### config.mk
export PLATFORM = sky130hd
export DESIGN_NAME = mem_arbiter
export DESIGN_NICKNAME = d
export VERILOG_FILES = /design/src/rtl/mem_arbiter.sv
export SDC_FILE = /design/constraint.sdc
export NUM_CORES = 1
export LEC_CHECK = 0
export CAP_MARGIN = 20
export CORE_ASPECT_RATIO = 1.1
export CORE_MARGIN = 2
export CORE_UTILIZATION = 40
export DETAILED_ROUTE_END_ITERATION = 8
export HOLD_SLACK_MARGIN = 0.05
export PLACE_DENSITY_LB_ADDON = 0.2
export RECOVER_POWER = 50
export SLEW_MARGIN = 20
export SYNTH_ARGS = -nofsm -noshare
export SYNTH_HDL_FRONTEND = slang
export SYNTH_SLANG_ARGS = --single-unit
### constraint.sdc
create_clock -name clk -period 1.9 [get_ports clk]
set_clock_uncertainty 0.1 [all_clocks]
set_input_delay 0.285 -clock clk [delete_from_list [all_inputs] [get_ports clk]]
set_output_delay 0.285 -clock clk [all_outputs]
set_load 0.005 [all_outputs]
### src/rtl/mem_arbiter.sv
// mem_arbiter: two-port arbiter for the shared single-port program/data memory.
// Port 0 is the simproc core and port 1 is the debug/loader host. Accesses are
// serialised one at a time with a req/gnt handshake per port. Reads return data
// with a registered one-cycle rvalid pulse.
// Build option: define MEM_ARB_FIXED_PRIO_EN so that port 1 wins every tie and
// no round-robin pointer exists. Leave it undefined for round-robin arbitration.
module mem_arbiter #(
    parameter int ADDR_W     = 8,
    parameter int DATA_W     = 8,
    parameter int RD_LATENCY = 1
) (
    input  logic              clk,
    input  logic              rst,
    input  logic              m0_req,
    input  logic              m0_we,
    input  logic [ADDR_W-1:0] m0_addr,
    input  logic [DATA_W-1:0] m0_wdata,
    output logic              m0_gnt,
    output logic              m0_rvalid,
    output logic [DATA_W-1:0] m0_rdata,
    input  logic              m1_req,
    input  logic              m1_we,
    input  logic [ADDR_W-1:0] m1_addr,
    input  logic [DATA_W-1:0] m1_wdata,
    output logic              m1_gnt,
    output logic              m1_rvalid,
    output logic [DATA_W-1:0] m1_rdata,
    output logic [ADDR_W-1:0] mem_addr,
    output logic [DATA_W-1:0] mem_din,
    output logic              mem_we,
    input  logic [DATA_W-1:0] mem_dout,
    output logic              busy
);

    localparam int               CNT_W    = $clog2(RD_LATENCY + 1);
    localparam logic [CNT_W-1:0] CNT_ONE  = CNT_W'(1);
    localparam logic [CNT_W-1:0] CNT_LOAD = CNT_W'(RD_LATENCY);

    typedef enum logic [1:0] {
        IDLE,
        ISSUE,
        WAIT
    } state_t;

    state_t            r_state;
    state_t            w_nextState;
    logic              r_winner;
    logic              r_gnt0;
    logic              r_gnt1;
    logic              r_rvalid0;
    logic              r_rvalid1;
    logic              r_memWe;
    logic [ADDR_W-1:0] r_memAddr;
    logic [DATA_W-1:0] r_memDin;
    logic [DATA_W-1:0] r_rdata0;
    logic [DATA_W-1:0] r_rdata1;
    logic [CNT_W-1:0]  r_waitCnt;
    logic              w_anyReq;
    logic              w_winner;

    assign w_anyReq = m0_req | m1_req;

`ifdef MEM_ARB_FIXED_PRIO_EN
    assign w_winner = m1_req;
`else
    logic r_lastGnt;

    // Pick the winner: a lone requester wins; on a tie, the port not granted last wins.
    always_comb begin
        w_winner = m1_req;
        if (m0_req && m1_req) begin
            w_winner = ~r_lastGnt;
        end
    end

    // Track the port granted most recently; reset value lets port 0 win the first tie.
    always_ff @(posedge clk) begin
        if (rst) begin
            r_lastGnt <= 1'b1;
        end else if (r_state == IDLE && w_anyReq) begin
            r_lastGnt <= w_winner;
        end
    end
`endif

    // State register.
    always_ff @(posedge clk) begin
        if (rst) begin
            r_state <= IDLE;
        end else begin
            r_state <= w_nextState;
        end
    end

    // Next-state logic: IDLE -> ISSUE on any request; a write returns straight to IDLE, a read waits.
    always_comb begin
        w_nextState = r_state;
        case (r_state)
            IDLE:    if (w_anyReq) w_nextState = ISSUE;
            ISSUE:   w_nextState = r_memWe ? IDLE : WAIT;
            WAIT:    if (r_waitCnt == CNT_ONE) w_nextState = IDLE;
            default: w_nextState = IDLE;
        endcase
    end

    // Command, grant, wait-counter and read-return registers; pulses default low every cycle.
    always_ff @(posedge clk) begin
        if (rst) begin
            r_winner  <= 1'b0;
            r_gnt0    <= 1'b0;
            r_gnt1    <= 1'b0;
            r_rvalid0 <= 1'b0;
            r_rvalid1 <= 1'b0;
            r_memWe   <= 1'b0;
            r_memAddr <= '0;
            r_memDin  <= '0;
            r_rdata0  <= '0;
            r_rdata1  <= '0;
            r_waitCnt <= '0;
        end else begin
            r_gnt0    <= 1'b0;
            r_gnt1    <= 1'b0;
            r_rvalid0 <= 1'b0;
            r_rvalid1 <= 1'b0;
            r_memWe   <= 1'b0;
            case (r_state)
                IDLE: begin
                    if (w_anyReq) begin
                        r_winner  <= w_winner;
                        r_gnt0    <= ~w_winner;
                        r_gnt1    <= w_winner;
                        r_memWe   <= w_winner ? m1_we    : m0_we;
                        r_memAddr <= w_winner ? m1_addr  : m0_addr;
                        r_memDin  <= w_winner ? m1_wdata : m0_wdata;
                    end
                end
                ISSUE: begin
                    if (!r_memWe) begin
                        r_waitCnt <= CNT_LOAD;
                    end
                end
                WAIT: begin
                    r_waitCnt <= r_waitCnt - CNT_ONE;
                    if (r_waitCnt == CNT_ONE) begin
                        if (r_winner) begin
                            r_rdata1  <= mem_dout;
                            r_rvalid1 <= 1'b1;
                        end else begin
                            r_rdata0  <= mem_dout;
                            r_rvalid0 <= 1'b1;
                        end
                    end
                end
                default: begin
                    r_waitCnt <= '0;
                end
            endcase
        end
    end

    assign m0_gnt    = r_gnt0;
    assign m1_gnt    = r_gnt1;
    assign m0_rvalid = r_rvalid0;
    assign m1_rvalid = r_rvalid1;
    assign m0_rdata  = r_rdata0;
    assign m1_rdata  = r_rdata1;
    assign mem_addr  = r_memAddr;
    assign mem_din   = r_memDin;
    assign mem_we    = r_memWe;
    assign busy      = (r_state != IDLE);

endmodule

== Word level (Yosys, flattened, before mapping) ==
Index checks and enable logic that the tools add are counted.
W data, S select, Z words.

* Flip-flop bits (word level): 42
* Latch bits: 0
* RAM bits: 0
* Bits in read-only memories: 0
* Output and inout port bits: 38
* Memories: 0

* $add $sub $neg: 1
* Multiply operators: 0
* Divide/modulo/power cells: 0
* Order comparisons: 0
* Equality and inequality tests: 5
* Shift-type cells: 0
* Muxes and demuxes: 12
* Bitwise gates (word level): 8
* Reductions and logical operators: 11

{| class="wikitable"
|+ Operators by type and width
! kind !! number
|-
| $mux W8 || 2
|-
| $not A1 Y1 || 7
|-
| $mux W2 || 3
|-
| $ne A2 B2 Y1 const B || 3
|-
| $pmux W2 S3 || 1
|-
| $reduce_and A2 Y1 || 3
|-
| $reduce_and A3 Y1 || 2
|-
| $reduce_or A3 Y1 || 2
|-
| $mux W1 || 5
|-
| $pmux W1 S3 || 1
|-
| $eq A2 B1 Y1 const B || 1
|-
| $eq A2 B2 Y1 const B || 1
|-
| $logic_and A1 B1 Y1 || 2
|-
| $logic_not A2 Y1 || 1
|-
| $reduce_bool A2 Y1 || 1
|-
| $or A1 B1 Y1 || 1
|-
| $sub A1 B1 Y1 const B || 1
|}

== Longest topological paths before layout ==
Gate-level depths: netlist of the first run.

* Word-level depth: 3
* Gate-level depth with buffers: 6

== Worst setup path after synthesis of the first run ==
Ideal clock, no wire load.

* Path type: register to register
* Start: register r_state[0]
* End: register r_state[0]
* Library setup time: 0.087 ns
* Data arrival time: 1.312 ns
* Path slack: 0.401 ns
* Stages on the path, launching flop included: 6
* Clock period less this slack: 1.499 ns
* Cells stage by stage: dfxtp_1 inv_1 ha_1 nor2b_1 or4b_1 o31ai_1

* Cells in the longest elaborated chain, start to end: 3

{| class="wikitable"
|+ RTL lines
! what !! RTL line !! RTL
|-
| start: declaration || 45 || <nowiki>state_t r_state;</nowiki>
|-
| start signal: assignment || 91 || <nowiki>r_state <= w_nextState;</nowiki>
|-
| $eq A2 B2 Y1 or $logic_not A2 Y1 (tied branches) || 98 || <nowiki>case (r_state)</nowiki>
|-
| $ne A2 B2 Y1 (no source line) || -- ||
|-
| $reduce_and A2 Y1 (no source line) || -- ||
|}

Parallel ways exist; a longest one is shown, timed or not.
A chain may end at the register's enable or synchronous reset.

== Final worst setup path of the first run ==
* Start: register r_state[1]
* End: output port busy

* Cells in the longest elaborated chain, start to end: 1

{| class="wikitable"
|+ RTL lines
! what !! RTL line !! RTL
|-
| $reduce_bool A2 Y1 || 170 || <nowiki>assign busy = (r_state != IDLE);</nowiki>
|-
| end: declaration || 32 || <nowiki>output logic busy</nowiki>
|}

No other way between the ends.

==> results.py, run 1 <==
metrics = {
    "route": {
        "routed_wl_um": 4420,
        "drc": 0,
        "wire_per_inst_um": 13.1,
        "drt_iter0_drc": 90,
        "ant_nets": 0,
        "dr.pass1.iters": 4,
        "viasPerCell": 4.94,
        "num_vias": 1661,
    },
    "global_route": {
        "grt_max_degree": 43,
        "antenna_found_initial": 0,
        "grt_pass1_vias": 1646,
        "grtUsageTotal_pct": 19.2,
        "grt_pass1_wl_um": 7240,
        "overflow": 0,
    },
    "setup_path": {
        "reg2reg_from": "r_state[0]",
        "cp.depth": 4,
        "critPathSlowestCell": "clkdlybuf4s50_1",
        "cp_cell_sequence": "inv_2 -> ha_4 -> inv_1 -> clkdlybuf4s50_1",
        "arrival_ns": 1.44,
        "crit_end": "busy",
        "required_ns": 1.51,
        "r2r_end": "r_waitCnt",
        "crit_buf_inv": 3,
        "crit_family": "buffers and inverters",
        "startpoint_type": "register",
        "cpPeakStageDelay_ns": 0.48,
        "reg2reg_slack_ns": 0.24,
        "path_class": "register to primary output",
        "cp-end-kind": "primary output",
        "crit_fanout": 4,
        "ff2ff_path_depth": 5,
        "crit_path_start": "r_state[1]",
    },
    "logic_synthesis": {
        "synth_fa_ha_area_share_pct": 2.83,
        "synth_top_area_share_pct": 47.6,
        "synth-edff-count": 0,
        "ys_async_sr_fraction_pct": 0,
        "netlist_top_cells_count": "dfxtp_1 (42), nand2_1 (33), nor2_1 (28)",
        "synthesis.nets": 249,
        "synthTopCellsByArea": "dfxtp_1 (48%), a21oi_1 (7.7%), nand2_1 (7.0%)",
        "yosysTopAreaCell": "dfxtp_1",
        "syn_inst": 199,
        "yosysMostFrequentCell": "dfxtp_1",
        "syn-cell-area_um2": 1770,
        "synthMuxAreaShare_pct": 5.10,
        "syn_avg_cell_area_um2": 8.87,
        "ys_types": 34,
        "synth_seq_cells": 42,
        "synth_top_family_by_area": "compound AO/OA/AOI/OAI gates",
        "ys.flop_type": "dfxtp_1",
        "ys_warn_count": 0,
        "synth_xor_area_share_pct": 0,
        "synth-seq-area-share_pct": 47.6,
        "synth-simple-area-share_pct": 17.8,
        "synth_compound_area_share_pct": 21.8,
    },
    "pwr": {
        "power.density_nw_per_um2": 962,
        "power_leakage_nw": 1.18,
        "vdd_drop_max_uv": 539,
    },
    "cells_and_area": {
        "syn_to_final_growth_pct": 57.5,
        "antenna_cells": 0,
        "nNetsFinal": 331,
        "layout-drive-gt1-share_pct": 10.3,
        "utilization_pct": 64.9,
    },
    "place": {
        "dp_hpwl_um": 3140,
        "port-buffer-count": 83,
        "gp_congestion": 0.766,
        "preCtsSetupSlack_ns": 0.106,
    },
    "sta": {
        "fin_tns_setup_ns": 0,
        "relSlewSlack_pct": 74.8,
        "fin_crit_sh_pct": 96.3,
        "tightestPinTransition_ns": 0.378,
        "drv_slew": 0,
        "fmax_mhz": 546,
        "setup_violations": 0,
        "fin_ws_ns": 0.0700,
        "hold_violations": 0,
        "rsz0062_at_grt": "no",
        "post-route-min-period_ns": 1.83,
    },
    "clock_tree": {
        "htreeDepth": 2,
        "cts_root_buf": "clkbuf_8",
        "cts_buffer_depth": 2,
        "tritoncts": "yes",
        "postCtsSetupBuffers": 0,
        "clock_latency_ns": 0.28,
        "path_clk_slew_ns": 0.07,
        "cts_sinks": 42,
        "cts_hold_buf": 0,
        "cts_buffers": 5,
    },
    "die": {
        "rows": 25,
        "core-area_um2": 4290,
        "die_h_um": 73.7,
        "io_pins": 84,
        "start_util_pct": 41.2,
        "die_area_um2": 4960,
        "die_w_um": 67.3,
    },
    "flow_run": {
        "maxCapViolCount": 0,
    },
    "status": {
        "status": "complete, no violations",
    },
    "hold_path": {
        "hold_path_class": "input pin to register",
    },
}
-- state kept, by name, indices dropped and copies added (netlist names), 2 cells and up --
| name | flops |
|---|---|
| m0_rdata | 8 |
| m1_rdata | 8 |
| mem_addr | 8 |
| mem_din | 8 |
| r_state | 2 |
-- through the flow --
stage	instances	hold slack (ns)	total power, mW	cell area (um^2)
6_report	336	0.227	2.68	2780
5_1_grt	336	0.230	2.86	2780
4_1_cts	336	0.226	2.72	2770
3_5_place_dp	328	0.352	2.12	2680
3_3_place_gp	328	0.345	2.11	2680
2_1_floorplan	199	0.321	1.63	1770
-- worst min-delay path by stage --
stage,start,endpoint,cells past startpoint
finish,rst,r_state[0],3
CTS,rst,r_state[0],3
floorplan,mem_dout[0],m1_rdata[0],2
detailed placement,m1_rdata[0],m1_rdata[0],2
global route,rst,r_state[0],3
global placement,m1_rdata[0],m1_rdata[0],2
-- kinds of logic (layout without fill, tap and decap cells) --
logic type	after synthesis	count (layout)
adder cells (fa/ha/maj)	4	4
AO/OA/AOI/OAI	53	53
flip-flops	42	42
AND/OR/NAND/NOR	74	74
multiplexers	9	9
buffers and inverters	17	100
-- layer usage --
layer,track usage [%],share of wire [%]
met4,7.71,1.5
met1,21.8,42
met3,6.43,7.9
met5,0,0
met2,32.9,49
-- where the power goes --
group | switching [mW] | internal, mW
logic | 0.472 | 0.537
registers | 0.0742 | 1.01
clock network | 0.285 | 0.293
total | 0.832 | 1.84
-- worst min-delay path, delay by kind of cell --
family	cells	cell delay, ns
buffers and inverters	1	0.11
and+or+nand+nor	1	0.11
AOI/OAI and AO/OA	1	0.05
-- placed cells by master (no fill, tap or decap), types with 2 or more instances in the layout --
master           count
nor3_1               3
buf_12               4
inv_2                2
inv_1                2
a211oi_1             7
a21oi_1             27
o21ai_0              2
ha_1                 3
mux2i_1              9
clkbuf_8             6
nand2_1             33
dlygate4sd3_1       24
clkdlybuf4s50_1     58
nor2_1              28
dfxtp_1             42
a211oi_2             9
-- final cells by class --
cell class,count,area (um^2)
clock inverters,1,5.00
flip-flops and latches,42,841
multi-input cells,140,852
fillers,366,1510
inverters,4,15.0
repair buffers,88,913
clock buffers,7,86.3
well taps,54,67.6
-- repair_timing --
action | CTS | global route
pin swaps | 0 | 0
endpoints found under the setup margin | 1 | 1
gates resized for setup | 1 | 3
(Power assumes the default switching activity.)
==> inputs of run 2 (changes only) <==
--- a/config.mk
+++ b/config.mk
@@ -6,7 +6,7 @@
 export NUM_CORES = 1
 export LEC_CHECK = 0
 export CAP_MARGIN = 20
-export CORE_ASPECT_RATIO = 1.1
+export CORE_ASPECT_RATIO = 0.75
 export CORE_MARGIN = 2
 export CORE_UTILIZATION = 40
 export DETAILED_ROUTE_END_ITERATION = 8
==> run 2 against run 1 <==
Against the previous run:
- clock-buffer cell count fell by 2
- hold slack got worse by 0.013 ns
- clock power up 3%
- total power is 1.1% higher
- sequential share of layout area barely moved
- sequential power about the same
- register-to-register slack improved by 0.02 ns
- global-route usage is 0.78 points higher
- combinational power about the same
- critical path depth unchanged
- critical path type unchanged
==> results.py, run 2 (synthesis gave the netlist of run 1 again) <==
metrics = {
    "flow_run": {
        "maxCapViolCount": 0,
    },
    "place": {
        "placed_cells": 329,
        "preCtsSetupSlack_ns": 0.0958,
        "dp_hpwl_um": 3330,
        "gp_congestion": 0.766,
        "port-buffer-count": 83,
        "dpl_cell_area_um2": 2680,
    },
    "route": {
        "num_vias": 1661,
        "drt_iter0_drc": 60,
        "routed_wl_um": 4610,
        "ant_nets": 0,
        "wire_per_inst_um": 13.6,
        "drc": 0,
        "dr.pass1.iters": 4,
        "viasPerCell": 4.91,
    },
    "setup_path": {
        "startpoint_type": "register",
        "required_ns": 1.51,
        "ff2ff_path_depth": 5,
        "cp_cell_sequence": "inv_1 -> ha_2 -> inv_1 -> clkdlybuf4s50_1",
        "reg2reg_from": "r_state[0]",
        "reg2reg_slack_ns": 0.26,
        "crit_fanout": 4,
        "crit_buf_inv": 3,
        "cp-end-kind": "primary output",
        "r2r_end": "mem_din[3]",
        "critPathSlowestCell": "clkdlybuf4s50_1",
        "cpPeakStageDelay_ns": 0.49,
        "cp_common_cell": "inv_1",
        "path_class": "register to primary output",
        "arrival_ns": 1.46,
        "crit_family": "buffers and inverters",
    },
    "sta": {
        "relSlewSlack_pct": 75.8,
        "post-route-min-period_ns": 1.85,
        "setup_violations": 0,
        "fmax_mhz": 541,
        "tightestPinTransition_ns": 0.362,
        "fin_ws_ns": 0.0525,
        "hold_slack_ns": 0.214,
        "fin_tns_setup_ns": 0,
        "drv_slew": 0,
        "hold_violations": 0,
        "fin_crit_sh_pct": 97.2,
    },
    "clock_tree": {
        "clock_latency_ns": 0.30,
        "htreeDepth": 2,
        "tritoncts": "yes",
        "cts_root_buf": "clkbuf_8",
        "cts_buffers": 5,
        "path_clk_slew_ns": 0.08,
        "cts_sinks": 42,
        "cts_buffer_depth": 2,
        "cts_hold_buf": 0,
    },
    "pwr": {
        "power.density_nw_per_um2": 972,
        "vdd_drop_max_uv": 531,
        "power_leakage_nw": 1.11,
    },
    "hold_path": {
        "hold_start": "rst",
        "holdPathStages": 2,
        "hold_path_class": "input pin to register",
        "whs_endpoint": "m1_rdata[6]",
    },
    "die": {
        "rows": 20,
        "start_util_pct": 42.5,
        "die_area_um2": 4970,
        "die_w_um": 80.7,
        "io_pins": 84,
        "die_h_um": 61.5,
        "core-area_um2": 4150,
    },
    "cells_and_area": {
        "antenna_cells": 0,
        "finalInstanceArea_um2": 2780,
        "syn_to_final_growth_pct": 57.7,
        "final_common_cell": "clkdlybuf4s50_1",
        "final_cell_mix": "clkdlybuf4s50_1 (82), dfxtp_1 (40), nand2_1 (33), nor2_1 (28), a21oi_1 (27)",
        "nNetsFinal": 332,
        "layout-drive-gt1-share_pct": 11.0,
        "final_cell_count_no_fill": 338,
    },
    "global_route": {
        "grt_max_degree": 34,
        "grt_pass1_vias": 1701,
        "overflow": 0,
        "antenna_found_initial": 0,
        "grtUsageTotal_pct": 20.0,
        "grt_pass1_wl_um": 7570,
    },
    "status": {
        "status": "complete, no violations",
    },
}
run 2: routing by layer:
metal / vias to the layer above / wire, um / global-route usage [%]
met1: 771 / 2230 / 25.8
met2: 41 / 2110 / 33.6
met3: 5 / 215 / 4.55
met4: 0 / 53 / 7.02
li1: 844 / - / -
met5: - / 0 / 0
run 2: worst max path at each step:
| stage | cells past startpoint | start | slack (ns) | endpoint |
|---|---|---|---|---|
| 6_report | 4 | r_state[0] | 0.05 | busy |
| 5_1_grt | 4 | r_state[0] | -0.005 | busy |
| 3_5_place_dp | 5 | m0_req | 0.1 | mem_din[5] |
| 4_1_cts | 4 | r_state[0] | 0.01 | busy |
| 2_1_floorplan | 5 | r_state[0] | 0.40 | r_state[0] |
| 3_3_place_gp | 4 | m0_req | 0.14 | mem_addr[2] |
run 2: cell type report:
cell class | count | area [um^2]
tap | 55 | 68.8
inverter | 4 | 15.0
clock buffer | 5 | 68.8
multi-input combinational | 140 | 842
sequential | 42 | 843
timing repair buffer | 89 | 921
clock inverter | 3 | 25.0
fill | 362 | 1370
run 2: repair_timing:
item,4_1_cts,5_1_grt
resized for setup,1,2
pin swaps,0,1
setup buffers,0,1
hold endpoints to repair,0,0
setup endpoints to repair,1,1
run 2: report_power, final:
part	leakage (nW)	total (mW)	switching, mW	internal (mW)
Sequential	0.344	1.10	0.0801	1.02
Combinational	0.717	1.01	0.461	0.553
Clock	0.0447	0.596	0.331	0.265
run 2: per-stage QoR:
stage / power, mW / util, %
2_1_floorplan: 1.63 / -
3_3_place_gp: 2.10 / 64.5
3_5_place_dp: 2.11 / 64.5
4_1_cts: 2.72 / 66.8
5_1_grt: 2.88 / 67.0
6_report: 2.71 / 67.0
